File: src/rtl/countdown_timer_if.sv
// Button-pulse inputs and display/status outputs of the countdown timer.
interface countdown_timer_if;
  logic       start_stop_pressed_i;
  logic       set_pressed_i;
  logic       change_pressed_i;
  logic [6:0] hex3_o;
  logic [6:0] hex2_o;
  logic [6:0] hex1_o;
  logic [6:0] hex0_o;
  logic       running_o;
  logic       done_o;

  modport master (
    output start_stop_pressed_i, set_pressed_i, change_pressed_i,
    input  hex3_o, hex2_o, hex1_o, hex0_o, running_o, done_o
  );

  modport slave (
    input  start_stop_pressed_i, set_pressed_i, change_pressed_i,
    output hex3_o, hex2_o, hex1_o, hex0_o, running_o, done_o
  );
endinterface

File: src/rtl/countdown_timer.sv
// Presettable SS.hh BCD countdown timer with pause/resume and expiry flag.
// Optional COUNTDOWN_BLINK_EN blanks the display periodically while expired.
module countdown_timer #(
  parameter int unsigned PULSE_MAX   = 999999,
  parameter int unsigned BLINK_TICKS = 50
) (
  input  logic             clk100_i,
  input  logic             rstn_i,
  countdown_timer_if.slave bus
);

  localparam int unsigned CNT_W = 20;
  localparam int unsigned VAL_W = 16;

  localparam logic [3:0] S_IDLE    = 4'd0;
  localparam logic [3:0] S_EDIT_0  = 4'd1;
  localparam logic [3:0] S_EDIT_1  = 4'd2;
  localparam logic [3:0] S_EDIT_2  = 4'd3;
  localparam logic [3:0] S_EDIT_3  = 4'd4;
  localparam logic [3:0] S_RUNNING = 4'd5;
  localparam logic [3:0] S_PAUSED  = 4'd6;
  localparam logic [3:0] S_EXPIRED = 4'd7;

  localparam logic [6:0] SEG_ZERO  = 7'h40;
  localparam logic [6:0] SEG_BLANK = 7'h7F;

  // Active-low gfedcba segment pattern for one BCD digit.
  function automatic logic [6:0] seg7(input logic [3:0] d);
    logic [6:0] s;
    case (d)
      4'd0:    s = 7'h40;
      4'd1:    s = 7'h79;
      4'd2:    s = 7'h24;
      4'd3:    s = 7'h30;
      4'd4:    s = 7'h19;
      4'd5:    s = 7'h12;
      4'd6:    s = 7'h02;
      4'd7:    s = 7'h78;
      4'd8:    s = 7'h00;
      4'd9:    s = 7'h10;
      default: s = SEG_BLANK;
    endcase
    return s;
  endfunction

  function automatic logic [VAL_W-1:0] bcd_dec(input logic [VAL_W-1:0] v);
    logic [VAL_W-1:0] r;
    logic             borrow;
    r      = v;
    borrow = 1'b1;
    for (int i = 0; i < 4; i++) begin
      if (borrow) begin
        if (v[4*i +: 4] == 4'd0) begin
          r[4*i +: 4] = 4'd9;
        end else begin
          r[4*i +: 4] = v[4*i +: 4] - 4'd1;
          borrow      = 1'b0;
        end
      end
    end
    return r;
  endfunction

  // Edit-mode digit increment: 9 wraps to 0 without touching neighbours.
  function automatic logic [VAL_W-1:0] inc_digit(input logic [VAL_W-1:0] v,
                                                 input logic [1:0] idx);
    logic [VAL_W-1:0] r;
    r = v;
    if (v[{idx, 2'b00} +: 4] == 4'd9) r[{idx, 2'b00} +: 4] = 4'd0;
    else                              r[{idx, 2'b00} +: 4] = v[{idx, 2'b00} +: 4] + 4'd1;
    return r;
  endfunction

  logic [3:0]       state_q,  state_d;
  logic [VAL_W-1:0] digits_q, digits_d;
  logic [VAL_W-1:0] preset_q, preset_d;
  logic [CNT_W-1:0] cnt_q,    cnt_d;
  logic [CNT_W-1:0] cnt_adv;
  logic [VAL_W-1:0] dec_val;
  logic             tick;
  logic             running_q, done_q;
  logic [6:0]       hex3_q, hex2_q, hex1_q, hex0_q;
  logic [6:0]       hex3_d, hex2_d, hex1_d, hex0_d;

  logic ss, set, chg;
  assign ss  = bus.start_stop_pressed_i;
  assign set = bus.set_pressed_i;
  assign chg = bus.change_pressed_i;

  if (BLINK_TICKS == 0) begin : g_no_blink_period
  end

`ifdef COUNTDOWN_BLINK_EN
  localparam int unsigned TCNT_W = (BLINK_TICKS > 1) ? $clog2(BLINK_TICKS) : 1;
  logic [TCNT_W-1:0] tick_cnt_q, tick_cnt_d;
  logic              blink_q,    blink_d;

  assign tick = (cnt_q == CNT_W'(PULSE_MAX)) &&
                ((state_q == S_RUNNING) || (state_q == S_EXPIRED));
`else
  assign tick = (cnt_q == CNT_W'(PULSE_MAX)) && (state_q == S_RUNNING);
`endif

  assign cnt_adv = tick ? '0 : cnt_q + CNT_W'(1);
  assign dec_val = bcd_dec(digits_q);

  // Next-state, digit and counter logic; start_stop > set > change.
  always_comb begin
    state_d  = state_q;
    digits_d = digits_q;
    preset_d = preset_q;
    cnt_d    = cnt_q;
`ifdef COUNTDOWN_BLINK_EN
    tick_cnt_d = tick_cnt_q;
    blink_d    = blink_q;
`endif
    case (state_q)
      S_IDLE: begin
        if (ss && (digits_q != '0)) begin
          state_d  = S_RUNNING;
          preset_d = digits_q;
          cnt_d    = '0;
        end else if (set) begin
          state_d = S_EDIT_0;
        end
      end
      S_EDIT_0, S_EDIT_1, S_EDIT_2, S_EDIT_3: begin
        if (set) begin
          state_d = (state_q == S_EDIT_3) ? S_IDLE : state_q + 4'd1;
        end else if (chg) begin
          digits_d = inc_digit(digits_q, 2'(state_q - S_EDIT_0));
        end
      end
      S_RUNNING: begin
        cnt_d = cnt_adv;
        if (tick) begin
          digits_d = dec_val;
          if (dec_val == '0) state_d = S_EXPIRED;
          else if (ss)       state_d = S_PAUSED;
        end else if (ss) begin
          state_d = S_PAUSED;
        end
      end
      S_PAUSED: begin
        if (ss) begin
          state_d = S_RUNNING;
        end else if (set) begin
          state_d  = S_IDLE;
          digits_d = preset_q;
        end
      end
      S_EXPIRED: begin
        digits_d = '0;
        if (ss || set) begin
          state_d  = S_IDLE;
          digits_d = preset_q;
        end
`ifdef COUNTDOWN_BLINK_EN
        cnt_d = cnt_adv;
        if (tick) begin
          if (tick_cnt_q == TCNT_W'(BLINK_TICKS - 1)) begin
            tick_cnt_d = '0;
            blink_d    = ~blink_q;
          end else begin
            tick_cnt_d = tick_cnt_q + TCNT_W'(1);
          end
        end
`endif
      end
      default: state_d = S_IDLE;
    endcase
`ifdef COUNTDOWN_BLINK_EN
    if (state_q == S_EXPIRED && state_d != S_EXPIRED) begin
      cnt_d      = '0;
      tick_cnt_d = '0;
      blink_d    = 1'b0;
    end
`endif
  end

  // Display is registered from next-state digits so it tracks digits_q exactly.
  always_comb begin
    hex3_d = seg7(digits_d[15:12]);
    hex2_d = seg7(digits_d[11:8]);
    hex1_d = seg7(digits_d[7:4]);
    hex0_d = seg7(digits_d[3:0]);
`ifdef COUNTDOWN_BLINK_EN
    if (blink_d) begin
      hex3_d = SEG_BLANK;
      hex2_d = SEG_BLANK;
      hex1_d = SEG_BLANK;
      hex0_d = SEG_BLANK;
    end
`endif
  end

  always_ff @(posedge clk100_i or negedge rstn_i) begin
    if (!rstn_i) begin
      state_q   <= S_IDLE;
      digits_q  <= '0;
      preset_q  <= '0;
      cnt_q     <= '0;
      running_q <= 1'b0;
      done_q    <= 1'b0;
      hex3_q    <= SEG_ZERO;
      hex2_q    <= SEG_ZERO;
      hex1_q    <= SEG_ZERO;
      hex0_q    <= SEG_ZERO;
    end else begin
      state_q   <= state_d;
      digits_q  <= digits_d;
      preset_q  <= preset_d;
      cnt_q     <= cnt_d;
      running_q <= (state_d == S_RUNNING);
      done_q    <= (state_d == S_EXPIRED);
      hex3_q    <= hex3_d;
      hex2_q    <= hex2_d;
      hex1_q    <= hex1_d;
      hex0_q    <= hex0_d;
    end
  end

`ifdef COUNTDOWN_BLINK_EN
  always_ff @(posedge clk100_i or negedge rstn_i) begin
    if (!rstn_i) begin
      tick_cnt_q <= '0;
      blink_q    <= 1'b0;
    end else begin
      tick_cnt_q <= tick_cnt_d;
      blink_q    <= blink_d;
    end
  end
`endif

  assign bus.hex3_o    = hex3_q;
  assign bus.hex2_o    = hex2_q;
  assign bus.hex1_o    = hex1_q;
  assign bus.hex0_o    = hex0_q;
  assign bus.running_o = running_q;
  assign bus.done_o    = done_q;

endmodule
File: src/flat_wrapper.sv
// flat-port wrapper written by rule: the top's interface ports become plain ports
module countdown_timer_flat 
#(
  parameter int unsigned PULSE_MAX   = 999999,
  parameter int unsigned BLINK_TICKS = 50
)
  (clk100_i, rstn_i, bus_start_stop_pressed_i, bus_set_pressed_i, bus_change_pressed_i, bus_hex3_o, bus_hex2_o, bus_hex1_o, bus_hex0_o, bus_running_o, bus_done_o);
  countdown_timer_if bus_i ();
  input  logic clk100_i;
  input  logic rstn_i;
  input wire logic [$bits(bus_i.start_stop_pressed_i)-1:0] bus_start_stop_pressed_i;
  input wire logic [$bits(bus_i.set_pressed_i)-1:0] bus_set_pressed_i;
  input wire logic [$bits(bus_i.change_pressed_i)-1:0] bus_change_pressed_i;
  output wire logic [$bits(bus_i.hex3_o)-1:0] bus_hex3_o;
  output wire logic [$bits(bus_i.hex2_o)-1:0] bus_hex2_o;
  output wire logic [$bits(bus_i.hex1_o)-1:0] bus_hex1_o;
  output wire logic [$bits(bus_i.hex0_o)-1:0] bus_hex0_o;
  output wire logic [$bits(bus_i.running_o)-1:0] bus_running_o;
  output wire logic [$bits(bus_i.done_o)-1:0] bus_done_o;
  assign bus_i.start_stop_pressed_i = bus_start_stop_pressed_i;
  assign bus_i.set_pressed_i = bus_set_pressed_i;
  assign bus_i.change_pressed_i = bus_change_pressed_i;
  assign bus_hex3_o = bus_i.hex3_o;
  assign bus_hex2_o = bus_i.hex2_o;
  assign bus_hex1_o = bus_i.hex1_o;
  assign bus_hex0_o = bus_i.hex0_o;
  assign bus_running_o = bus_i.running_o;
  assign bus_done_o = bus_i.done_o;
  countdown_timer #(.PULSE_MAX(PULSE_MAX), .BLINK_TICKS(BLINK_TICKS)) u_core (.clk100_i(clk100_i), .rstn_i(rstn_i), .bus(bus_i));
endmodule
File: config.mk
export PLATFORM = sky130hd
export DESIGN_NAME = countdown_timer_flat
export DESIGN_NICKNAME = d
export VERILOG_FILES = /design/src/rtl/countdown_timer_if.sv /design/src/rtl/countdown_timer.sv /design/src/flat_wrapper.sv
export SDC_FILE = /design/constraint.sdc
export NUM_CORES = 1
export LEC_CHECK = 0
export BUFFER_PORTS_ARGS = -buffer_cell sky130_fd_sc_hd__buf_2
export CORE_ASPECT_RATIO = 1.25
export CORE_MARGIN = 8
export CORE_UTILIZATION = 30
export DETAILED_ROUTE_END_ITERATION = 16
export GPL_ROUTABILITY_DRIVEN = 0
export SYNTH_ARGS = -nofsm -noshare
export SYNTH_HDL_FRONTEND = slang
export SYNTH_SLANG_ARGS = --single-unit
File: constraint.sdc
create_clock -name clk100_i -period 3.9 [get_ports clk100_i]
set_clock_uncertainty 0.15 [all_clocks]
set_input_delay 0.585 -clock clk100_i [delete_from_list [all_inputs] [get_ports clk100_i]]
set_output_delay 0.585 -clock clk100_i [all_outputs]
set_load 0.01 [all_outputs]
After elaboration in Yosys (flattened, before gate mapping)
Memories as Yosys holds them, arrays and structs flattened. A register that Yosys moved wholly into a read port is not among the register bits.
Index checks and enable logic that the tools add are counted.
- flip-flop bits (word level): 58
- bits in read-only memories: 448
- bits of input ports: 5
- memories kept: 4
- add/subtract/negate cells: 9
- equal/unequal tests: 12
- shift operators: 4
- muxes and demuxes: 36
- reduce and logical (&&, ||, !) cells: 18
- memories (name ; depth ; bits a word ; read ports ; clocked after memory_dff ; write ports ; RTL line ; source):
    (name not given) ; 16 ; 7 ; 1 ; 1 ; 0 ; countdown_timer.sv:30 ; case (d)
    (name not given) ; 16 ; 7 ; 1 ; 1 ; 0 ; countdown_timer.sv:30 ;
    (name not given) ; 16 ; 7 ; 1 ; 1 ; 0 ; countdown_timer.sv:30 ;
    (name not given) ; 16 ; 7 ; 1 ; 1 ; 0 ; countdown_timer.sv:30 ;
- operators with widths (kind ; count):
    $mux W16 ; 7
    $mux W4 ; 17
    $pmux W16 S4 ; 1
    $mux W20 ; 2
    $pmux W20 S2 ; 1
    $bwmux W16 ; 2
    $eq A4 B3 Y1 const B ; 6
    $add A20 B1 Y20 const B ; 1
    $eq A20 B20 Y1 const B ; 1
    $logic_not A4 Y1 ; 5
    $pmux W4 S5 ; 1
    $logic_not A16 Y1 ; 1
    $reduce_bool A16 Y1 ; 1
    $shift A4 B6 Y16 const A ; 1
    $shiftx A16 B5 Y4 ; 1
    $shiftx A4 B6 Y16 ; 1
    $shiftx A4 B6 Y16 const A ; 1
    $sub A4 B1 Y4 const B ; 4
    $add A4 B1 Y4 const B ; 2
    $eq A4 B2 Y1 const B ; 2
    $neg A4 Y6 ; 1
    $mux W1 ; 5
    $eq A4 B1 Y1 const B ; 1
    $eq A4 B4 Y1 const B ; 1
    8 further kinds ; 13

Logic depth before layout (Yosys ltp)
Gate-level depths: netlist of run 1.
- depth in word-level cells: 10
- mapped depth: 17
- gate-level depth less buffers: 15

Least setup slack after synthesis of run 1
OpenSTA, ideal clock, no wires.
- path kind: reg-to-reg
- start point: register u_core.state_q[0]
- end point: register u_core.hex0_q[3], in the netlist u_core.bus.hex0_o[3]
- library setup time: 0.122 ns
- arrival: 3.332 ns
- data required time: 3.628 ns
- setup slack: 0.296 ns
- cell stages (with the launch flop): 17
- path buffers: 2
- period minus slack after synthesis: 3.604 ns
- path through: dfrtp_1 buf_6 inv_1 ha_1 buf_2 mux4_1 inv_1 ha_1 nand3b_1 nand4_1 o22ai_1 a221oi_1 inv_1 ha_1 nand2b_1 a21oi_1 nor2_1
- cells in the longest elaborated chain, start to end: 9
- RTL lines (item ; RTL line ; source):
    from (decl) ; countdown_timer.sv:74 ; logic [3:0] state_q, state_d;
    from (signal assigned) ; countdown_timer.sv:210 ; state_q <= state_d;
    $sub A2 B1 Y2 ; countdown_timer.sv:131 ; digits_d = inc_digit(digits_q, 2'(state_q - S_EDIT_0));
    $shiftx A16 B5 Y4 ; countdown_timer.sv:69, countdown_timer.sv:70 ;
    $add A4 B1 Y4 ; countdown_timer.sv:70 ; else r[{idx, 2'b00} +: 4] = v[{idx, 2'b00} +: 4] + 4'd1;
    $shiftx A4 B6 Y16 ; countdown_timer.sv:70 ;
    $bwmux W16 ; countdown_timer.sv:70 ;
    $mux W16 ; countdown_timer.sv:69 ; if (v[{idx, 2'b00} +: 4] == 4'd9) r[{idx, 2'b00} +: 4] = 4'd0;
    $mux W16 ; countdown_timer.sv:130 ; end else if (chg) begin
    $mux W16 ; countdown_timer.sv:128 ; if (set) begin
    $pmux W16 S4 * ; countdown_timer.sv:117 ; case (state_q)
    named net u_core.digits_d[0] ; countdown_timer.sv:75 ; logic [VAL_W-1:0] digits_q, digits_d;
    to (decl) ; countdown_timer.sv:82 ; logic [6:0] hex3_q, hex2_q, hex1_q, hex0_q;
Mark *: on every way through the listed nets, which the timed path passes. The rest lies on a longest branch.
A chain may end at the register's enable or synchronous reset.

Worst setup path after layout of run 1
- start point: register u_core.state_q[1]
- end point: register u_core.hex2_q[5], in the netlist u_core.bus.hex2_o[5]
- cells in the longest elaborated chain, start to end: 9
- RTL lines (item ; RTL line):
    $sub A2 B1 Y2 ; countdown_timer.sv:131
    $shiftx A16 B5 Y4 ; countdown_timer.sv:69, countdown_timer.sv:70
    $add A4 B1 Y4 ; countdown_timer.sv:70
    $shiftx A4 B6 Y16 ; countdown_timer.sv:70
    $bwmux W16 ; countdown_timer.sv:70
    $mux W16 ; countdown_timer.sv:69
    $mux W16 ; countdown_timer.sv:130
    $mux W16 ; countdown_timer.sv:128
    $pmux W16 S4 * ; countdown_timer.sv:117
    to (decl) ; countdown_timer.sv:82
Mark *: on every way between the ends. The rest lies on a longest branch, timed or not.

==> run metrics, run 1 <==
slowest stage delay, CP 0.61 ns; Main synth FF type dfrtp_1; # IOs 35; clk buf depth 2; CTS buffer count 9; core area approximately 17000 sq um; root buf cell clkbuf_16; most frequent cell after synthesis dfrtp_1; worst endpoint data arrival time 3.72 ns; Final Hold Vio Count 0; largest area contributor in the netlist dfrtp_1; Die W between 100 and 150 um; Starting Density between 30 and 40%; Tmin final 3.67 ns; n_diodes 0; grt total ovfl 0; Cells after DPL 824; Synth Register Bits 86; Synthesized Nets 607; later-pin clock latency in the skew report approximately 0.35 ns; TritonCTS clock tree yes; Max-slew headroom between 30 and 40%; EDFF count, synth 0; Leak about 0.0027 uW; vias per inst roughly 5.4; Worst IR Drop VDD 231 uV; # fillers 1777; Critical-path top delay cell mux4_1; Post-Layout Inst Area 6140 sq um; post-CTS sizing 0; IO buf count 34; layout cell share with drive strength beyond 1 between 10% and 20%; Finished Layout Cells 840; max-slew violation count 0; worst r2r src u_core.state_q[1]; Final nets 644; Netlist Area Pre-Place between 5000 and 6000 sq um; Tot GR Track Use 12.7%; clk sink count between 80 and 90; DR WL/cell around 17 um; Reg clk slew, reported paths 0.06 ns; Iteration-0 DRC Markers 320; RSZ-0062 raised after global routing false; Mapped Avg Cell Area 9.36 sq um; Seq/Total Area, Yosys 40.1%; FP Rows 54; residual DRC count 0; max-cap violations 0; top cells by count, synth dfrtp_1, o21ai_0, nand2_1, a21oi_1, nor2_1; Final Power 4420 uW; fmax 273 MHz; reg2reg path depth 12; post-CTS setup buffer count 0; critical path endpoint category flip-flop; period utilisation layout 94.0%; vias in the first global route 4373; Hold Buf Count CTS 0; status complete, no violations; worst min path class primary input to async pin; crit start category flip-flop; die area 22500 sq um; cell area power density 719 nW/um^2; Chip Height 166 um; top cells by area, synth dfrtp_1, ha_1, o21ai_0, a21oi_1, nand2_1; WP data required approximately 4 ns; H-tree levels 3; CP Max Fanout 12; largest net degree at the start of global routing 76; Setup-failing EPs final 0; Synth top area share roughly two fifths; first-pass GRT wire length ~23000 um; synth warn 0; asr flop ratio synth 100%; Core Util, Final between 30% and 40%; Critical Path End u_core.bus.hex2_o[5]; post-synth cell types 83; Post-DRT Antenna Nets 0; Via Count 4551; setup TNS 0 ns; CP Cell Sequence inv_1 > ha_1 > mux4_1 > inv_1 > ha_1 > a31oi_1 > nand4_1 > o221a_1 > or3b_1 > a21o_1 > nor3_2 > a21oi_1; dpl hpwl 9930 um; DP Area 5820 sq um; kind of critical path flip-flop to flip-flop; FF-to-FF End u_core.bus.hex2_o[5]; drt first pass iters 5; Area growth, synth to finish 14.3%; Synth Instances 574; Reg2Reg Setup Slack 0.23 ns; final WL about 14000 um; critical path startpoint u_core.state_q[1]; worst-margin pin slew 0.956 ns; initial antenna violation count 0
-- worst max-delay path: cells and delay by family (launching register included) --
family | cells | cell delay [ns]
buffers and inverters | 2 | 0.19
muxes | 1 | 0.61
AOI/OAI and AO/OA | 4 | 0.77
and+or+nand+nor | 3 | 0.84
DFF | 1 | 0.38
adders and majority gates | 2 | 0.57
-- kinds of logic (layout without fill, tap and decap cells) --
kind of cell	Yosys count	count (layout)	synth area share [%]
other cells	1	1	0.0698
buf+inv	59	101	5.29
compound gates	173	173	21.0
simple gates	203	203	21.0
xor+xnor	3	3	0.629
fa+ha+maj	28	28	6.52
mux	21	21	5.36
flops	86	86	40.1
-- layer usage --
layer	track usage, %	share of wire, %	routed length [um]	vias to the layer above
met5	0	0	0	-
met4	6.39	3.2	450	0
met3	3.12	6.8	951	27
met2	19.1	46	6510	147
met1	16.4	44	6120	2189
li1	-	-	-	2188
-- sequential cells by signal, summed over array words and instances, names as in the netlist --
| name | cells |
|---|---|
| u_core.bus.done_o | 1 |
| u_core.bus.hex0_o | 7 |
| u_core.bus.hex1_o | 7 |
| u_core.bus.hex2_o | 7 |
| u_core.bus.hex3_o | 7 |
| u_core.bus.running_o | 1 |
| u_core.cnt_q | 20 |
| u_core.digits_q | 16 |
| u_core.preset_q | 16 |
| u_core.state_q | 4 |
-- placed cells by master (no fill, tap or decap), types with 9 or more instances in the layout --
cell type / n
buf_4: 24
clkbuf_16: 9
buf_2: 33
nor3_1: 16
nor2_1: 39
o31ai_1: 9
nand2_1: 51
inv_1: 26
nor2b_1: 9
ha_1: 28
o21ai_0: 60
nand4_1: 11
dfrtp_1: 82
a31oi_1: 13
a21oi_1: 40
and3_1: 12
mux2_2: 13
nand3_1: 10
-- power by group --
group	internal (uW)	total (uW)	leakage, uW	switching, uW
Combinational	859	2110	0.00141	1250
Clock	580	931	0.000154	350
Sequential	1170	1380	0.00113	207
Total	2610	4420	0.00270	1810
-- worst min path at each step --
stage	slack, ns	cells past startpoint	endpoint
2_1_floorplan	0.14	0	u_core.bus.done_o
3_3_place_gp	0.32	2	u_core.preset_q[2]
3_5_place_dp	0.33	2	u_core.preset_q[10]
4_1_cts	0.29	1	u_core.bus.hex0_o[5]
5_1_grt	0.31	1	u_core.bus.hex0_o[2]
6_report	0.22	1	u_core.bus.hex0_o[2]
-- stage by stage --
stage	hold slack (ns)	setup WS, ns
5_1_grt	0.312	0.0735
3_3_place_gp	0.324	0.397
4_1_cts	0.288	0.280
3_5_place_dp	0.330	0.310
6_report	0.215	0.234
2_1_floorplan	0.139	0.296
-- layout make-up --
class / instances / area (sq um) / share of cell area, %
inverter: 28 / 110 / 1.79
clock inverter: 3 / 68.8 / 1.12
multi-input combinational: 429 / 2930 / 47.7
tap: 224 / 280 / 4.56
sequential: 86 / 2160 / 35.1
clock buffer: 13 / 250 / 4.07
timing repair buffer: 57 / 345 / 5.62
Power figures use the tool's default switching activity.
==> inputs of run 2 (changes only) <==
--- a/config.mk
+++ b/config.mk
@@ -5,9 +5,9 @@
 export SDC_FILE = /design/constraint.sdc
 export NUM_CORES = 1
 export LEC_CHECK = 0
-export BUFFER_PORTS_ARGS = -buffer_cell sky130_fd_sc_hd__buf_2
+export BUFFER_PORTS_ARGS = -buffer_cell sky130_fd_sc_hd__buf_4
 export CORE_ASPECT_RATIO = 1.25
-export CORE_MARGIN = 8
+export CORE_MARGIN = 2
 export CORE_UTILIZATION = 30
 export DETAILED_ROUTE_END_ITERATION = 16
 export GPL_ROUTABILITY_DRIVEN = 0
==> constraint.sdc (replaced) <==
create_clock -name clk100_i -period 3.4 [get_ports clk100_i]
set_clock_uncertainty 0.15 [all_clocks]
set_input_delay 0.51 -clock clk100_i [delete_from_list [all_inputs] [get_ports clk100_i]]
set_output_delay 0.51 -clock clk100_i [all_outputs]
set_load 0.01 [all_outputs]
==> run 2 against run 1 <==
Against the previous run: clock power increased by 2.1%; critical path type unchanged; critical endpoint is now u_core.bus.hex3_o[5]; power increased by 20%; largest cell class unchanged; sequential power increased by 14%; largest power group unchanged; setup slack got worse by 0.092 ns; critical path depth decreased by 2; highest routed layer unchanged; maximum frequency increased by 13%; routed wire length increased by 2.2%.
==> run metrics, run 2 (synthesized netlist as in run 1, its figures left out) <==
status complete, no violations; max-cap violations 0; Chip Height 154 um; Finished Layout Cells 860; Critical Path Stages 10; Final nets about 660; Tot GR Track Use 15.5%; clk buf depth 2; TritonCTS clock tree yes; grt total ovfl 0; largest register by flop count u_core.cnt_q; dpl hpwl 10300 um; initial antenna violation count 0; FP Rows 54; Cells after DPL 841; RSZ-0062 raised after global routing true; DP Area 6040 sq um; Final Hold Vio Count 0; H-tree levels 3; Critical Path End u_core.bus.hex3_o[5]; worst setup margin between 0.1 and 0.15 ns; Post-Layout Inst Area 6420 sq um; kind of critical path flip-flop to flip-flop; reg2reg path depth 10; final WL 14300 um; pre-CTS WS -0.126 ns; Starting Density 30.7%; max FFs per register 20; residual DRC count 0; largest registers u_core.cnt_q: 20 flops, u_core.digits_q: 16 flops, u_core.preset_q: 16 flops; fmax around 310 MHz; WP data required 3.46 ns; Reg clk slew, reported paths 0.06 ns; Critical-path top delay cell mux4_2; CP Cell Sequence buf_4 > mux4_2 > ha_4 > a311o_1 > or3_1 > a32oi_2 > o21ai_1 > and2_4 > nor3b_4 > a311oi_1; IO buf count 34; Post-DRT Antenna Nets 0; Die W 124 um; clk sink count 86; Worst IR Drop VDD approximately 290 uV; Tmin final 3.26 ns; Reg2Reg Setup Slack 0.14 ns; DR WL/cell 16.7 um; die area approximately 19000 sq um; Hold Buf Count CTS 0; Area growth, synth to finish 19.5%; CTS buffer count 9; commonest non-fill, non-tap cell in the layout dfrtp_1; worst-margin pin slew 1.06 ns; worst endpoint data arrival time 3.32 ns; drt first pass iters 7; worst r2r src u_core.state_q[0]; # IOs 35; vias per inst 5.50; Iteration-0 DRC Markers 304; Via Count approximately 4700; critical path startpoint u_core.state_q[0]; period utilisation layout 95.8%; cell area power density 823 nW/um^2; CP Max Fanout 13; layout cell share with drive strength beyond 1 about 24%; crit start category flip-flop; critical path endpoint category flip-flop; FF-to-FF End u_core.bus.hex3_o[5]; worst hold slack 0.186 ns; Setup-failing EPs final 0; vias in the first global route 4696; highest-count cells in the layout ignoring fill and taps dfrtp_1, buf_4, o21ai_0; max-slew violation count 0; worst min path class primary input to async pin; # fillers 1748; first-pass GRT wire length between 20000 and 25000 um; Worst Path Buf+Inv 1; core area 17500 sq um; root buf cell clkbuf_16; later-pin clock latency in the skew report 0.35 ns; slowest stage delay, CP 0.57 ns; Leak 0.00280 uW; largest net degree at the start of global routing 87; critical path's top delay family simple AND/OR/NAND/NOR gates; Max-slew headroom 29.0%; n_diodes 0
-- run 2: changes by cell type in the layout (fill, tap and decap cells not counted), moves of 3 or more --
cell / change
inv_1: -3
inv_2: +3
buf_4: +53
ha_1: -3
buf_2: -33
-- run 2: layout make-up --
class | instances | area, sq um | share of cell area, %
Clock inverter | 4 | 31.3 | 0.487
Inverter | 28 | 110 | 1.72
Tap cell | 224 | 280 | 4.37
Timing Repair Buffer | 77 | 578 | 9.01
Clock buffer | 12 | 256 | 4.00
Multi-Input combinational cell | 429 | 3010 | 46.8
Sequential cell | 86 | 2160 | 33.6
-- run 2: worst min path at each step --
stage / from / end / slack, ns / cells past startpoint
after detailed placement: u_core.preset_q[6] / u_core.preset_q[6] / 0.33 / 2
after CTS: rstn_i / u_core.bus.hex3_o[4] / 0.27 / 1
after global placement: u_core.preset_q[10] / u_core.preset_q[10] / 0.32 / 2
after floorplan: rstn_i / u_core.bus.done_o / 0.06 / 0
after global routing: rstn_i / u_core.bus.hex3_o[5] / 0.31 / 1
final: rstn_i / u_core.bus.hex3_o[5] / 0.19 / 1
-- run 2: layer usage --
metal | vias up | wire length, um | global-route usage [%]
met5 | - | 0 | 0
met4 | 0 | 674 | 9.52
met3 | 55 | 680 | 2.45
met2 | 181 | 7070 | 25.2
met1 | 2268 | 5920 | 18.9
li1 | 2229 | - | -
-- run 2: timing repair --
action | in CTS | in global routing
setup endpoints to repair | 10 | 23
cloned | 0 | 0
buffers inserted | 1 | 2
resized for setup | 6 | 10
pin swaps | 0 | 2
-- run 2: power breakdown --
group,switching [uW],internal (uW)
combinational,1540,1210
sequential,236,1340
clock,413,538
-- run 2: worst reg2reg max path, stage by stage, from the launching register on --
cell and delay, ns:
dfrtp_1 0.36, buf_4 0.22, mux4_2 0.58, ha_4 0.20, a311o_1 0.32, or3_1 0.40, a32oi_2 0.22, o21ai_1 0.08
and2_4 0.22, nor3b_4 0.29, a311oi_1 0.09
-- run 2: stage by stage --
stage | utilization (%) | total power [uW] | TNS [ns]
after global routing | 36.7 | 5630 | -0.0443
after CTS | 36.4 | 5220 | 0
after floorplan | - | 3310 | 0
final | 36.7 | 5280 | 0
after global placement | 34.5 | 4140 | 0
after detailed placement | 34.5 | 4210 | -0.344
==> inputs of run 3 (changes only) <==
==> constraint.sdc (replaced) <==
create_clock -name clk100_i -period 3.1 [get_ports clk100_i]
set_clock_uncertainty 0.15 [all_clocks]
set_input_delay 0.465 -clock clk100_i [delete_from_list [all_inputs] [get_ports clk100_i]]
set_output_delay 0.465 -clock clk100_i [all_outputs]
set_load 0.01 [all_outputs]
==> run 3 against run 2 <==
Against the previous run: the flow now finishes with violations (negative setup slack); sequential power grew 8%; die area did not move; clock-buffer cell count is the same; combinational power increased by 44%; highest routed layer unchanged.
==> run metrics, run 3 (synthesized netlist as in run 1, its figures left out) <==
worst setup margin -0.171 ns; Tot GR Track Use 16.7%; critical path endpoint category flip-flop; cell area power density around 950 nW/um^2; final WL ~16000 um; period utilisation layout 106%; worst r2r src u_core.state_q[0]; vias per inst 5.45; Starting Density 30.7%; Max-slew headroom between 20% and 30%; vias in the first global route just under 5000; worst endpoint data arrival time 3.36 ns; Area growth, synth to finish 34.6%; dpl hpwl 10900 um; drt first pass iters 7; FP Rows between 50 and 60; max FFs per register 20; Tmin final 3.27 ns; grt total ovfl 0; IO buf count 34; highest-count cells in the layout ignoring fill and taps buf_4, dfrtp_1, o21ai_0; clk sink count 86; Multi-input gate area 3360 sq um; residual DRC count 0; Leak approximately 0.0032 uW; later-pin clock latency in the skew report 0.35 ns; FF-to-FF End u_core.bus.hex0_o[4]; layout cell share with drive strength beyond 1 36.9%; max-slew violation count 0; Die W approximately 120 um; clk buf depth 2; reg2reg path depth 15; kind of critical path flip-flop to flip-flop; Worst IR Drop VDD 461 uV; core area about 17000 sq um; crit start category flip-flop; Register Area about 2200 sq um; H-tree levels 3; Chip Height ~150 um; # fillers between 1500 and 2000; Final nets 717; Reg2Reg Setup Slack -0.17 ns; Setup-failing EPs final 21; worst hold slack 0.157 ns; CTS buffer count 9; Via Count 4975; largest register by flop count u_core.cnt_q; worst-margin pin slew about 1.1 ns; root buf cell clkbuf_16; largest net degree at the start of global routing a little under 90; # IOs 35; n_diodes 0; Reg clk slew, reported paths 0.06 ns; first-pass GRT wire length around 25000 um; die area 19000 sq um; fmax 306 MHz; status complete, but fails checks; Hold Buf Count CTS 0; max-cap violations 0; Final Hold Vio Count 0; DR WL/cell ~17 um; WP data required 3.19 ns; RSZ-0062 raised after global routing true; initial antenna violation count 0; Post-DRT Antenna Nets 0; Iteration-0 DRC Markers around 410; CP Max Fanout 4; TritonCTS clock tree yes; commonest non-fill, non-tap cell in the layout buf_4; pre-CTS WS -0.214 ns; Critical Path End u_core.bus.hex0_o[4]; critical path startpoint u_core.state_q[0]; largest registers u_core.cnt_q: 20 flops, u_core.digits_q: 16 flops, u_core.preset_q: 16 flops; worst min path class primary input to async pin; failing checks negative setup slack
==> run 3: cell types whose count changed in the layout (fill, tap and decap cells not counted), moves of 5 or more <==
cell     delta
a21oi_1     -8
a21oi_2     +8
buf_4      +41
buf_6       +7
ha_1        -9
ha_4        +7
inv_1       -5
o21ai_0     -6
==> run 3: worst min-delay path by stage <==
stage	endpoint	cells past startpoint	start	slack, ns
finish	u_core.bus.hex3_o[4]	1	rstn_i	0.16
detailed placement	u_core.preset_q[14]	2	u_core.preset_q[14]	0.33
CTS	u_core.bus.hex3_o[4]	1	rstn_i	0.21
global route	u_core.bus.hex3_o[4]	1	rstn_i	0.25
global placement	u_core.preset_q[14]	2	u_core.preset_q[14]	0.32
floorplan	u_core.bus.done_o	0	rstn_i	0.02
==> run 3: cell type report <==
type | instances | area share (%)
timing repair buffer | 127 | 13.9
sequential | 86 | 29.8
multi-input combinational | 432 | 46.4
inverter | 28 | 1.59
clock inverter | 4 | 0.969
clock buffer | 12 | 3.41
tap | 224 | 3.87
==> run 3: through the flow <==
| step | power, uW | util, % | TNS (ns) | instance area [sq um] | instances |
|---|---|---|---|---|---|
| after CTS | 6310 | 39.1 | -0.851 | 6850 | 900 |
| after global routing | 7290 | 41.3 | -5.02 | 7230 | 913 |
| after detailed placement | 5020 | 36.9 | -1.46 | 6450 | 881 |
| final | 6840 | 41.3 | -1.58 | 7230 | 913 |
| after floorplan | 3740 | - | -2.57 | 5470 | 574 |
| after global placement | 4940 | 36.9 | -0.380 | 6450 | 881 |
==> run 3: repair_timing <==
action | CTS | global route
pin swaps | 1 | 19
resized for setup | 13 | 63
setup buffers | 2 | 11
gates cloned | 1 | 2
endpoints found under the setup margin | 20 | 28
==> run 3: where the power goes <==
group | total (uW) | switching, uW | internal [uW]
logic | 3960 | 2060 | 1890
registers | 1710 | 239 | 1470
clock network | 1170 | 442 | 725
total | 6840 | 2750 | 4090
==> run 3: worst max-delay path, cell delays in order (launching register included) <==
cell,delay (ns)
dfrtp_1,0.41
inv_4,0.05
ha_4,0.29
mux4_2,0.52
inv_2,0.08
ha_4,0.15
buf_4,0.12
nand3b_1,0.07
nand4_1,0.10
or2_1,0.16
o21ai_1,0.07
a221o_1,0.36
inv_2,0.15
ha_4,0.14
nand2_2,0.05
mux2_4,0.26
==> run 3: layer usage <==
metal / GRT usage, % / wire [um]
met1: 19.9 / 6150
met2: 28.5 / 7990
met3: 3.00 / 789
met4: 8.28 / 653
met5: 0 / 0
